**src/rtl/comparador_troco_if.sv**
```systemverilog
// comparador_troco_if
// Bundles the request/actuator signals between the coin accumulator,
// the comparator and the dispenser/coin-return actuators.
//   valorMoedas    : accumulated credit (W_VALOR bits)
//   valorProduto   : selected product code (W_SEL bits)
//   enable         : purchase request, rising edge only
//   ack            : actuator done
//   liberarProduto : release product
//   devolverMoedas : return coins (amount in valorTroco)
//   valorTroco     : amount to return (W_VALOR bits)
//   ocupado        : transaction in progress
//   erro           : invalid code or timeout, sticky until next request
// modport master drives the requests, modport slave is the comparator.
interface comparador_troco_if #(
   parameter int W_VALOR = 8,
   parameter int W_SEL   = 3
);
   logic [W_VALOR-1:0] valorMoedas;
   logic [W_SEL-1:0]   valorProduto;
   logic               enable;
   logic               ack;
   logic               liberarProduto;
   logic               devolverMoedas;
   logic [W_VALOR-1:0] valorTroco;
   logic               ocupado;
   logic               erro;

   modport master (
      output valorMoedas, valorProduto, enable, ack,
      input  liberarProduto, devolverMoedas, valorTroco, ocupado, erro
   );

   modport slave (
      input  valorMoedas, valorProduto, enable, ack,
      output liberarProduto, devolverMoedas, valorTroco, ocupado, erro
   );
endinterface

```
**src/rtl/comparador_troco.sv**
```systemverilog
// comparador_troco
// Compares the latched coin credit against a per-product price table and
// either releases the product with change or refunds the full credit.
// Actuator outputs are held until ack or until TIMEOUT cycles elapse.
// Ports:
//   clk   : single clock, rising edge
//   reset : synchronous, active-high
//   bus   : comparador_troco_if.slave (credit/code/enable/ack in,
//           liberarProduto/devolverMoedas/valorTroco/ocupado/erro out)
module comparador_troco #(
   parameter int W_VALOR    = 8,
   parameter int N_PRODUTOS = 6,
   parameter int W_SEL      = 3,
   parameter logic [N_PRODUTOS*W_VALOR-1:0] PRECOS =
      {W_VALOR'(8), W_VALOR'(7), W_VALOR'(6), W_VALOR'(5), W_VALOR'(4), W_VALOR'(2)},
   parameter int TIMEOUT    = 1000
) (
   input logic               clk,
   input logic               reset,
   comparador_troco_if.slave bus
);

   localparam int CNT_W = $clog2(TIMEOUT + 1);
   localparam logic [CNT_W-1:0] CNT_FIM = CNT_W'(TIMEOUT - 1);

   typedef enum logic [1:0] {OCIOSO, AVALIA, LIBERA, DEVOLVE} estado_t;

   estado_t            state_q, state_d;
   logic               enable_q;
   logic [W_VALOR-1:0] cred_q, cred_d;
   logic [W_SEL-1:0]   sel_q, sel_d;
   logic [CNT_W-1:0]   cnt_q, cnt_d;
   logic               lib_q, lib_d;
   logic               dev_q, dev_d;
   logic [W_VALOR-1:0] troco_q, troco_d;
   logic               ocupado_q, ocupado_d;
   logic               erro_q, erro_d;

   logic               pedido;
   logic [W_VALOR-1:0] preco_sel;
   logic [W_VALOR-1:0] troco_calc;

   // Table lookup by scanning the valid codes, so an out-of-range code
   // never produces an out-of-range slice.
   function automatic logic [W_VALOR-1:0] preco_de(input logic [W_SEL-1:0] s);
      logic [W_VALOR-1:0] p;
      p = '0;
      for (int i = 1; i <= N_PRODUTOS; i++) begin
         if (s == W_SEL'(i)) p = PRECOS[(i-1)*W_VALOR +: W_VALOR];
      end
      return p;
   endfunction

   function automatic logic codigo_valido(input logic [W_SEL-1:0] s);
      return (s != '0) && (int'(s) <= N_PRODUTOS);
   endfunction

   // Only a fresh rising edge of enable is a request; enable_q resets to 1
   // so an enable held high through reset is not taken as one.
   assign pedido     = bus.enable & ~enable_q;
   assign preco_sel  = preco_de(sel_q);
   // Used only when cred_q >= preco_sel, so it never wraps.
   assign troco_calc = cred_q - preco_sel;

   always_comb begin
      state_d = state_q;
      cred_d  = cred_q;
      sel_d   = sel_q;
      cnt_d   = cnt_q;
      lib_d   = lib_q;
      dev_d   = dev_q;
      troco_d = troco_q;
      erro_d  = erro_q;

      case (state_q)
         OCIOSO: begin
            if (pedido) begin
               cred_d  = bus.valorMoedas;
               sel_d   = bus.valorProduto;
               erro_d  = 1'b0;
               state_d = AVALIA;
            end
         end
         AVALIA: begin
            cnt_d = '0;
            if (!codigo_valido(sel_q)) begin
               state_d = DEVOLVE;
               lib_d   = 1'b0;
               dev_d   = 1'b1;
               troco_d = cred_q;
               erro_d  = 1'b1;
            end else if (cred_q >= preco_sel) begin
               state_d = LIBERA;
               lib_d   = 1'b1;
               dev_d   = (troco_calc != '0);
               troco_d = troco_calc;
            end else begin
               state_d = DEVOLVE;
               lib_d   = 1'b0;
               dev_d   = 1'b1;
               troco_d = cred_q;
            end
         end
         LIBERA: begin
            // ack has priority over a coincident timeout
            if (bus.ack) begin
               state_d = OCIOSO;
               lib_d   = 1'b0;
               dev_d   = 1'b0;
               troco_d = '0;
            end else if (cnt_q == CNT_FIM) begin
               // product never taken: fall back to a full refund
               state_d = DEVOLVE;
               lib_d   = 1'b0;
               dev_d   = 1'b1;
               troco_d = cred_q;
               erro_d  = 1'b1;
               cnt_d   = '0;
            end else begin
               cnt_d = cnt_q + 1'b1;
            end
         end
         DEVOLVE: begin
            if (bus.ack) begin
               state_d = OCIOSO;
               lib_d   = 1'b0;
               dev_d   = 1'b0;
               troco_d = '0;
            end else if (cnt_q == CNT_FIM) begin
               state_d = OCIOSO;
               lib_d   = 1'b0;
               dev_d   = 1'b0;
               troco_d = '0;
               erro_d  = 1'b1;
            end else begin
               cnt_d = cnt_q + 1'b1;
            end
         end
         default: begin
            state_d = OCIOSO;
            lib_d   = 1'b0;
            dev_d   = 1'b0;
            troco_d = '0;
         end
      endcase

      ocupado_d = (state_d != OCIOSO);
   end

   always_ff @(posedge clk) begin
      if (reset) begin
         state_q   <= OCIOSO;
         enable_q  <= 1'b1;
         cred_q    <= '0;
         sel_q     <= '0;
         cnt_q     <= '0;
         lib_q     <= 1'b0;
         dev_q     <= 1'b0;
         troco_q   <= '0;
         ocupado_q <= 1'b0;
         erro_q    <= 1'b0;
      end else begin
         state_q   <= state_d;
         enable_q  <= bus.enable;
         cred_q    <= cred_d;
         sel_q     <= sel_d;
         cnt_q     <= cnt_d;
         lib_q     <= lib_d;
         dev_q     <= dev_d;
         troco_q   <= troco_d;
         ocupado_q <= ocupado_d;
         erro_q    <= erro_d;
      end
   end

   assign bus.liberarProduto = lib_q;
   assign bus.devolverMoedas = dev_q;
   assign bus.valorTroco     = troco_q;
   assign bus.ocupado        = ocupado_q;
   assign bus.erro           = erro_q;

endmodule

```
**src/flat_wrapper.sv**
```systemverilog
// flat-port wrapper written by rule: the top's interface ports become plain ports
module comparador_troco_flat 
#(
   parameter int W_VALOR    = 8,
   parameter int N_PRODUTOS = 6,
   parameter int W_SEL      = 3,
   parameter logic [N_PRODUTOS*W_VALOR-1:0] PRECOS =
      {W_VALOR'(8), W_VALOR'(7), W_VALOR'(6), W_VALOR'(5), W_VALOR'(4), W_VALOR'(2)},
   parameter int TIMEOUT    = 1000
)
  (clk, reset, bus_valorMoedas, bus_valorProduto, bus_enable, bus_ack, bus_liberarProduto, bus_devolverMoedas, bus_valorTroco, bus_ocupado, bus_erro);
  comparador_troco_if #(.W_VALOR(W_VALOR), .W_SEL(W_SEL)) bus_i ();
  input logic clk;
  input logic reset;
  input wire logic [$bits(bus_i.valorMoedas)-1:0] bus_valorMoedas;
  input wire logic [$bits(bus_i.valorProduto)-1:0] bus_valorProduto;
  input wire logic [$bits(bus_i.enable)-1:0] bus_enable;
  input wire logic [$bits(bus_i.ack)-1:0] bus_ack;
  output wire logic [$bits(bus_i.liberarProduto)-1:0] bus_liberarProduto;
  output wire logic [$bits(bus_i.devolverMoedas)-1:0] bus_devolverMoedas;
  output wire logic [$bits(bus_i.valorTroco)-1:0] bus_valorTroco;
  output wire logic [$bits(bus_i.ocupado)-1:0] bus_ocupado;
  output wire logic [$bits(bus_i.erro)-1:0] bus_erro;
  assign bus_i.valorMoedas = bus_valorMoedas;
  assign bus_i.valorProduto = bus_valorProduto;
  assign bus_i.enable = bus_enable;
  assign bus_i.ack = bus_ack;
  assign bus_liberarProduto = bus_i.liberarProduto;
  assign bus_devolverMoedas = bus_i.devolverMoedas;
  assign bus_valorTroco = bus_i.valorTroco;
  assign bus_ocupado = bus_i.ocupado;
  assign bus_erro = bus_i.erro;
  comparador_troco #(.W_VALOR(W_VALOR), .N_PRODUTOS(N_PRODUTOS), .W_SEL(W_SEL), .PRECOS(PRECOS), .TIMEOUT(TIMEOUT)) u_core (.clk(clk), .reset(reset), .bus(bus_i));
endmodule
```
**config.mk**
```make
export PLATFORM = sky130hd
export DESIGN_NAME = comparador_troco_flat
export DESIGN_NICKNAME = d
export VERILOG_FILES = /design/src/rtl/comparador_troco_if.sv /design/src/rtl/comparador_troco.sv /design/src/flat_wrapper.sv
export SDC_FILE = /design/constraint.sdc
export NUM_CORES = 1
export LEC_CHECK = 0
export CAP_MARGIN = 20
export CORE_ASPECT_RATIO = 1.75
export CORE_MARGIN = 4
export CORE_UTILIZATION = 45
export CTS_BUF_LIST = sky130_fd_sc_hd__clkbuf_4
export CTS_CLUSTER_DIAMETER = 100
export DETAILED_ROUTE_END_ITERATION = 8
export PLACE_DENSITY = 0.68
export SETUP_SLACK_MARGIN = 0.15
export SYNTH_ARGS = -nofsm -noshare
export SYNTH_HDL_FRONTEND = slang
export SYNTH_SLANG_ARGS = --single-unit
```
**constraint.sdc**
```tcl
create_clock -name clk -period 6.95 [get_ports clk]
set_input_delay 1.39 -clock clk [delete_from_list [all_inputs] [get_ports clk]]
set_output_delay 1.39 -clock clk [all_outputs]
set_load 0.005 [all_outputs]
```
; ---- Word level (Yosys, flattened, before mapping)
; Cells that the tools add are included.
[op_classes]
addsub = 2
magnitude_cmp = 2
eq_ne = 20
mux = 40
bitwise = 2
n_reduce_logical = 13
[op_table]
columns = cell, count
row1 = 8-bit two-way mux, 6
row2 = 10-bit two-way mux, 4
row3 = 10-bit one-hot mux with 3 select lines, 1
row4 = 8-bit one-hot mux with 3 select lines, 1
row5 = 2-bit two-way mux, 7
row6 = 1-bit two-way mux, 12
row7 = 3-bit two-way mux, 4
row8 = "10-bit by 1-bit adder with 10-bit output, second input constant", 1
row9 = "10-bit equality test, second input constant", 1
row10 = "2-bit inequality test, second input constant", 5
row11 = "3-bit equality test, second input constant", 3
row12 = 8-bit by 4-bit >= comparator with 1-bit output, 1
row13 = 2-bit one-hot mux with 4 select lines, 1
row14 = 4-bit AND reduction, 2
row15 = 8-bit nonzero test, 1
row16 = 8-bit by 4-bit subtractor with 8-bit output, 1
row17 = "3-bit by 2-bit equality test with 1-bit output, second input constant", 2
row18 = "3-bit by 2-bit inequality test with 1-bit output, second input constant", 2
row19 = 1-bit one-hot mux with 3 select lines, 2
row20 = 3-bit nonzero test, 2
row21 = "2-bit equality test, second input constant", 2
row22 = 4-bit two-way mux, 1
row23 = "2-bit by 1-bit inequality test with 1-bit output, second input constant", 2
row24 = 2-bit AND reduction, 2
row25 = 12 further kinds, 13
[totals]
regBits = 36
output_inout_bits = 12
wordCells = 89

; ---- Logic depth before layout (Yosys ltp)
[logic_depth]
word_depth = 12
mapped_depth = 11
ltp_nobuf = 11

; ---- Worst setup path before layout
; Ideal clock, no wire load.
[synth_path]
path_kind = input to register
from = in bus_ack
to = reg u_core.cnt_q[5]
setup_time_ns = 0.119
arrival_ns = 2.261
slack_ns = 4.569
path_stages = 5
path_buffers = 0
cell_sequence = a21oi_1 o31ai_4 or3_1 xor2_1 nor2_1
[synth_via]
elab_chain_cells = 2
elab_cells_between_ends = 3
classes_between = eq/ne: 2 / reduce/logical: 1
[synth_rtl]
columns = element, line
row1 = "start, declared", flat_wrapper.sv:18  ; input wire logic [$bits(bus_i.ack)-1:0] bus_ack;
row2 = 2-bit inequality test (no line), -
row3 = 4-bit AND reduction (no line) *, -
row4 = "end signal, assigned", comparador_troco.sv:167  ; cnt_q <= cnt_d;
row5 = "end, declared", comparador_troco.sv:32  ; logic [CNT_W-1:0] cnt_q, cnt_d;
; Every way passes the cells marked *; elsewhere a longest branch is shown, timed or not.
; A chain may end at the register's enable or synchronous reset.

; ---- Worst setup path in the final report
[layout_path]
from = in bus_ack
to = reg u_core.troco_q[6], in the netlist u_core.bus.valorTroco[6]
[layout_via]
elab_chain_cells = 2
elab_cells_between_ends = 6
classes_between = eq/ne: 2 / mux: 3 / reduce/logical: 1
[layout_rtl]
columns = element, line
row1 = "3-bit by 2-bit inequality test with 1-bit output (no line), or another cell as far along", -
row2 = 3-bit AND reduction (no line) / 8-bit one-hot mux with 3 select lines (equally long branches), -
row3 = "end signal, assigned", comparador_troco.sv:170  ; troco_q <= troco_d;
row4 = "end, declared", comparador_troco.sv:35  ; logic [W_VALOR-1:0] troco_q, troco_d;
; Parallel ways exist; a longest one is shown, timed or not.

==> qor.csv <==
stage;metric;value;unit
status;status;finished, final reports clean;
placement;detailedPlacementHpwl;3370;um
sta;rsz_0062_raised_after_global_routing;false;
detailed_routing;antenna_violating_nets_post_route;0;
synthesis;synth_cells;229;
detailed_routing;routed-via-count;1705;
sta;fmaxAchievable;0.364;GHz
grt;globalRouteMet2Util;32.3;%
synthesis;mappedNetlistNets;251;
pwr;p_leak;0.000792;uW
clock_network;clk_pin_slew_worst_paths;0.12;ns
synthesis;synth_top_cell_area_share;37.0;%
cells_and_area;finalNetCount;278;
synthesis;synth_ff_type;sky130_fd_sc_hd__dfxtp_1;
sta;timing.max_slew.rel_slack;63.8;%
detailed_routing;drcViolationCount;0;
cells_and_area;syn_to_final_growth;19.3;%
detailed_routing;wirelength;4420;um
sta;fin_skew;0.00552;ns
synthesis;netlist-cell-type-count;57;
die;die_w;57.7;um
clock_network;post-cts-setup-buffers;0;
cells_and_area;postLayoutCoreUtil;56.0;%
grt;top_usage_layer;met2;
synthesis;synth_async_sr_flop_share;0;%
clock_network;cts_inserted_buffers;5;
die;die_area;5490;um^2
placement;io_buffers;26;
clock_network;ctsHtreeMaxLevel;2;
grt;number_of_antenna_violations_at_the_first_check_in_global_routing;0;
pwr;max-vdd-ir-drop;0.000138;V
sta;totalNegativeSetupSlack;0;ns
placement;postPlaceCellArea;2220;um^2
die;design.portCount;27;
clock_network;cts_hold_buf;0;
sta;period_share;39.5;%
sta;setup_viol;0;
critical_path;path_class;input pin to register;
sta;layout_min_cycle_time;2.75;ns
grt;pin_count_of_the_biggest_net_entering_global_routing;30;
synthesis;synthSimpleGateAreaFrac;25.9;%
synthesis;combinational_family_with_the_most_area_after_synthesis;simple AND/OR/NAND/NOR gates;
cells_and_area;share_of_post_route_cells_with_drive_strength_above_1;10.9;%
die;die-height;95.0;um
clock_network;clock_sink_count;36;
synthesis;syn_area_per_cell;8.51;um^2
hold_path;min_path_type;register to register;
die;core_area;4150;um^2
critical_path;endpoint_kind;register;
synthesis;yosys.area.top_type;sky130_fd_sc_hd__dfxtp_1;
cells_and_area;layout.cells.most_common;sky130_fd_sc_hd__dfxtp_1;
pwr;power.density_cell_area;215;nW/um^2
grt;grt.met3_usage;3.52;%
sta;timing_max_transition_violations_final;0;
cells_and_area;top_library_cells_by_usage_in_the_layout_fill_and_taps_aside;sky130_fd_sc_hd__dfxtp_1, sky130_fd_sc_hd__nand2_1, sky130_fd_sc_hd__nor2_1, sky130_fd_sc_hd__clkdlybuf4s50_1, sky130_fd_sc_hd__a21oi_1;
die;floorplan.initialDensity;46.9;%
synthesis;synth_edf_count;0;
grt;grt_usage;17.5;%
clock_network;deepest_clock_path_buffer_count;2;
critical_path;maximum_fanout_along_the_worst_path;6;
cells_and_area;antenna_cells_inserted;0;
grt;grt_first_pass_wirelength;7340;um
synthesis;synth_top_cells_by_area;sky130_fd_sc_hd__dfxtp_1, sky130_fd_sc_hd__nand2_1, sky130_fd_sc_hd__a21oi_1;
detailed_routing;firstDrtPassIters;4;
detailed_routing;vias_per_cell;5.57;
synthesis;synth_warnings;0;
clock_network;cts_tree;done;
grt;grt_use_met1;18.0;%
synthesis;yosys.area_share.xor_xnor;4.95;%
critical_path;timing.critical_path.arrival;3.05;ns
die;num_rows;31;
detailed_routing;wl_per_cell;14.4;um
critical_path;cp-start-kind;input pin;
sta;worstMarginPinSlew;0.539;ns
clock_network;cts.root.buffer_cell;sky130_fd_sc_hd__clkbuf_4;
synthesis;syn-cell-area;1950;um^2
clock_network;total_of_cells_resized_after_clock_tree_synthesis;0;
synthesis;synth.mux.area_fraction;0;%
cells_and_area;fin_area;2320;um^2
detailed_routing;drt_iter0_markers;47;
synthesis;synth-compound-area-share;23.2;%
job;max_cap_violations;0;
grt;gr-total-overflow;0;
synthesis;synthAdderAreaFrac;4.88;%
clock_network;clkLatencyLatePin;0.34;ns
synthesis;synth-seq-cells;36;
placement;place.gp.congestion;0.860;
critical_path;timing.critical_path.required;7.25;ns
grt;via_count_of_the_first_global_routing_pass;1650;
sta;timing_hold_violations_final;0;
synthesis;synth-seq-area-share;37.0;%
## Yosys cell counts, types with 5 or more instances
cell / n
sky130_fd_sc_hd__dfxtp_1: 36
sky130_fd_sc_hd__nand2_1: 31
sky130_fd_sc_hd__nor2_1: 28
sky130_fd_sc_hd__a21oi_1: 21
sky130_fd_sc_hd__nor3_1: 9
sky130_fd_sc_hd__inv_1: 8
sky130_fd_sc_hd__xnor2_1: 8
sky130_fd_sc_hd__ha_1: 6
sky130_fd_sc_hd__nand3_1: 5
sky130_fd_sc_hd__or3_1: 5
## worst max-delay path, cell delays in order
cell                              delay [ns]
sky130_fd_sc_hd__clkdlybuf4s50_1        0.47
sky130_fd_sc_hd__nor2b_1                0.26
sky130_fd_sc_hd__o31a_1                 0.32
sky130_fd_sc_hd__nor2_4                 0.09
sky130_fd_sc_hd__nor2_1                 0.27
sky130_fd_sc_hd__o2bb2ai_1              0.15
sky130_fd_sc_hd__a21o_1                 0.09
## cell families (layout without fill, tap and decap cells)
kind of cell / after synthesis / count (layout)
flops: 36 / 36
compound gates: 58 / 58
xor+xnor: 11 / 11
fa+ha+maj: 7 / 7
buf+inv: 16 / 44
simple gates: 101 / 101
## sequential cells by signal, indices dropped and copies added, names as in the netlist
register	cells
u_core.sel_q	3
u_core.bus.valorTroco	8
u_core.enable_q	1
u_core.bus.erro	1
u_core.state_q	2
u_core.bus.ocupado	1
u_core.bus.devolverMoedas	1
u_core.cred_q	8
u_core.cnt_q	10
u_core.bus.liberarProduto	1
## routing by layer
layer  vias up  wire length (um)
li1        866                 -
met1       803              1730
met2        22              2440
met3        14               104
met4         0               138
met5         -                 0
## final cells by class
cell class,instances,area (um^2)
clock buffers,5,37.5
clock inverters,3,42.5
fillers,399,1830
inverters,8,30.0
multi-input cells,177,1150
flip-flops and latches,36,721
well taps,49,61.3
repair buffers,28,283
## per-stage QoR
step	instances	total power (uW)	worst slack (ns)	hold slack [ns]
after floorplan	229	319	4.57	0.448
after global placement	296	353	3.55	0.443
after detailed placement	296	353	3.53	0.446
after CTS	304	505	3.92	0.462
after global routing	306	529	4.04	0.485
final	306	501	4.20	0.461
## worst paths after layout
kind / start / end / slack (ns) / cells after the start
worst min register to register: u_core.bus.erro$_SDFFE_PP0P_ / u_core.bus.erro$_SDFFE_PP0P_ / 0.46 / 2
worst min-delay path: u_core.bus.erro$_SDFFE_PP0P_ / u_core.bus.erro$_SDFFE_PP0P_ / 0.46 / 2
worst max register to register: u_core.sel_q[2]$_SDFFE_PP0P_ / u_core.bus.valorTroco[4]$_SDFFE_PP0P_ / 4.32 / 11
worst max-delay path: bus_ack / u_core.bus.valorTroco[6]$_SDFFE_PP0P_ / 4.20 / 7
## power by group
part	switching (uW)	total, uW	internal, uW
combinational	63.5	119	56.0
sequential	12.6	230	218
clock	75.8	151	75.0
total	152	501	349
No activity file was read; power rests on OpenSTA's default activity.
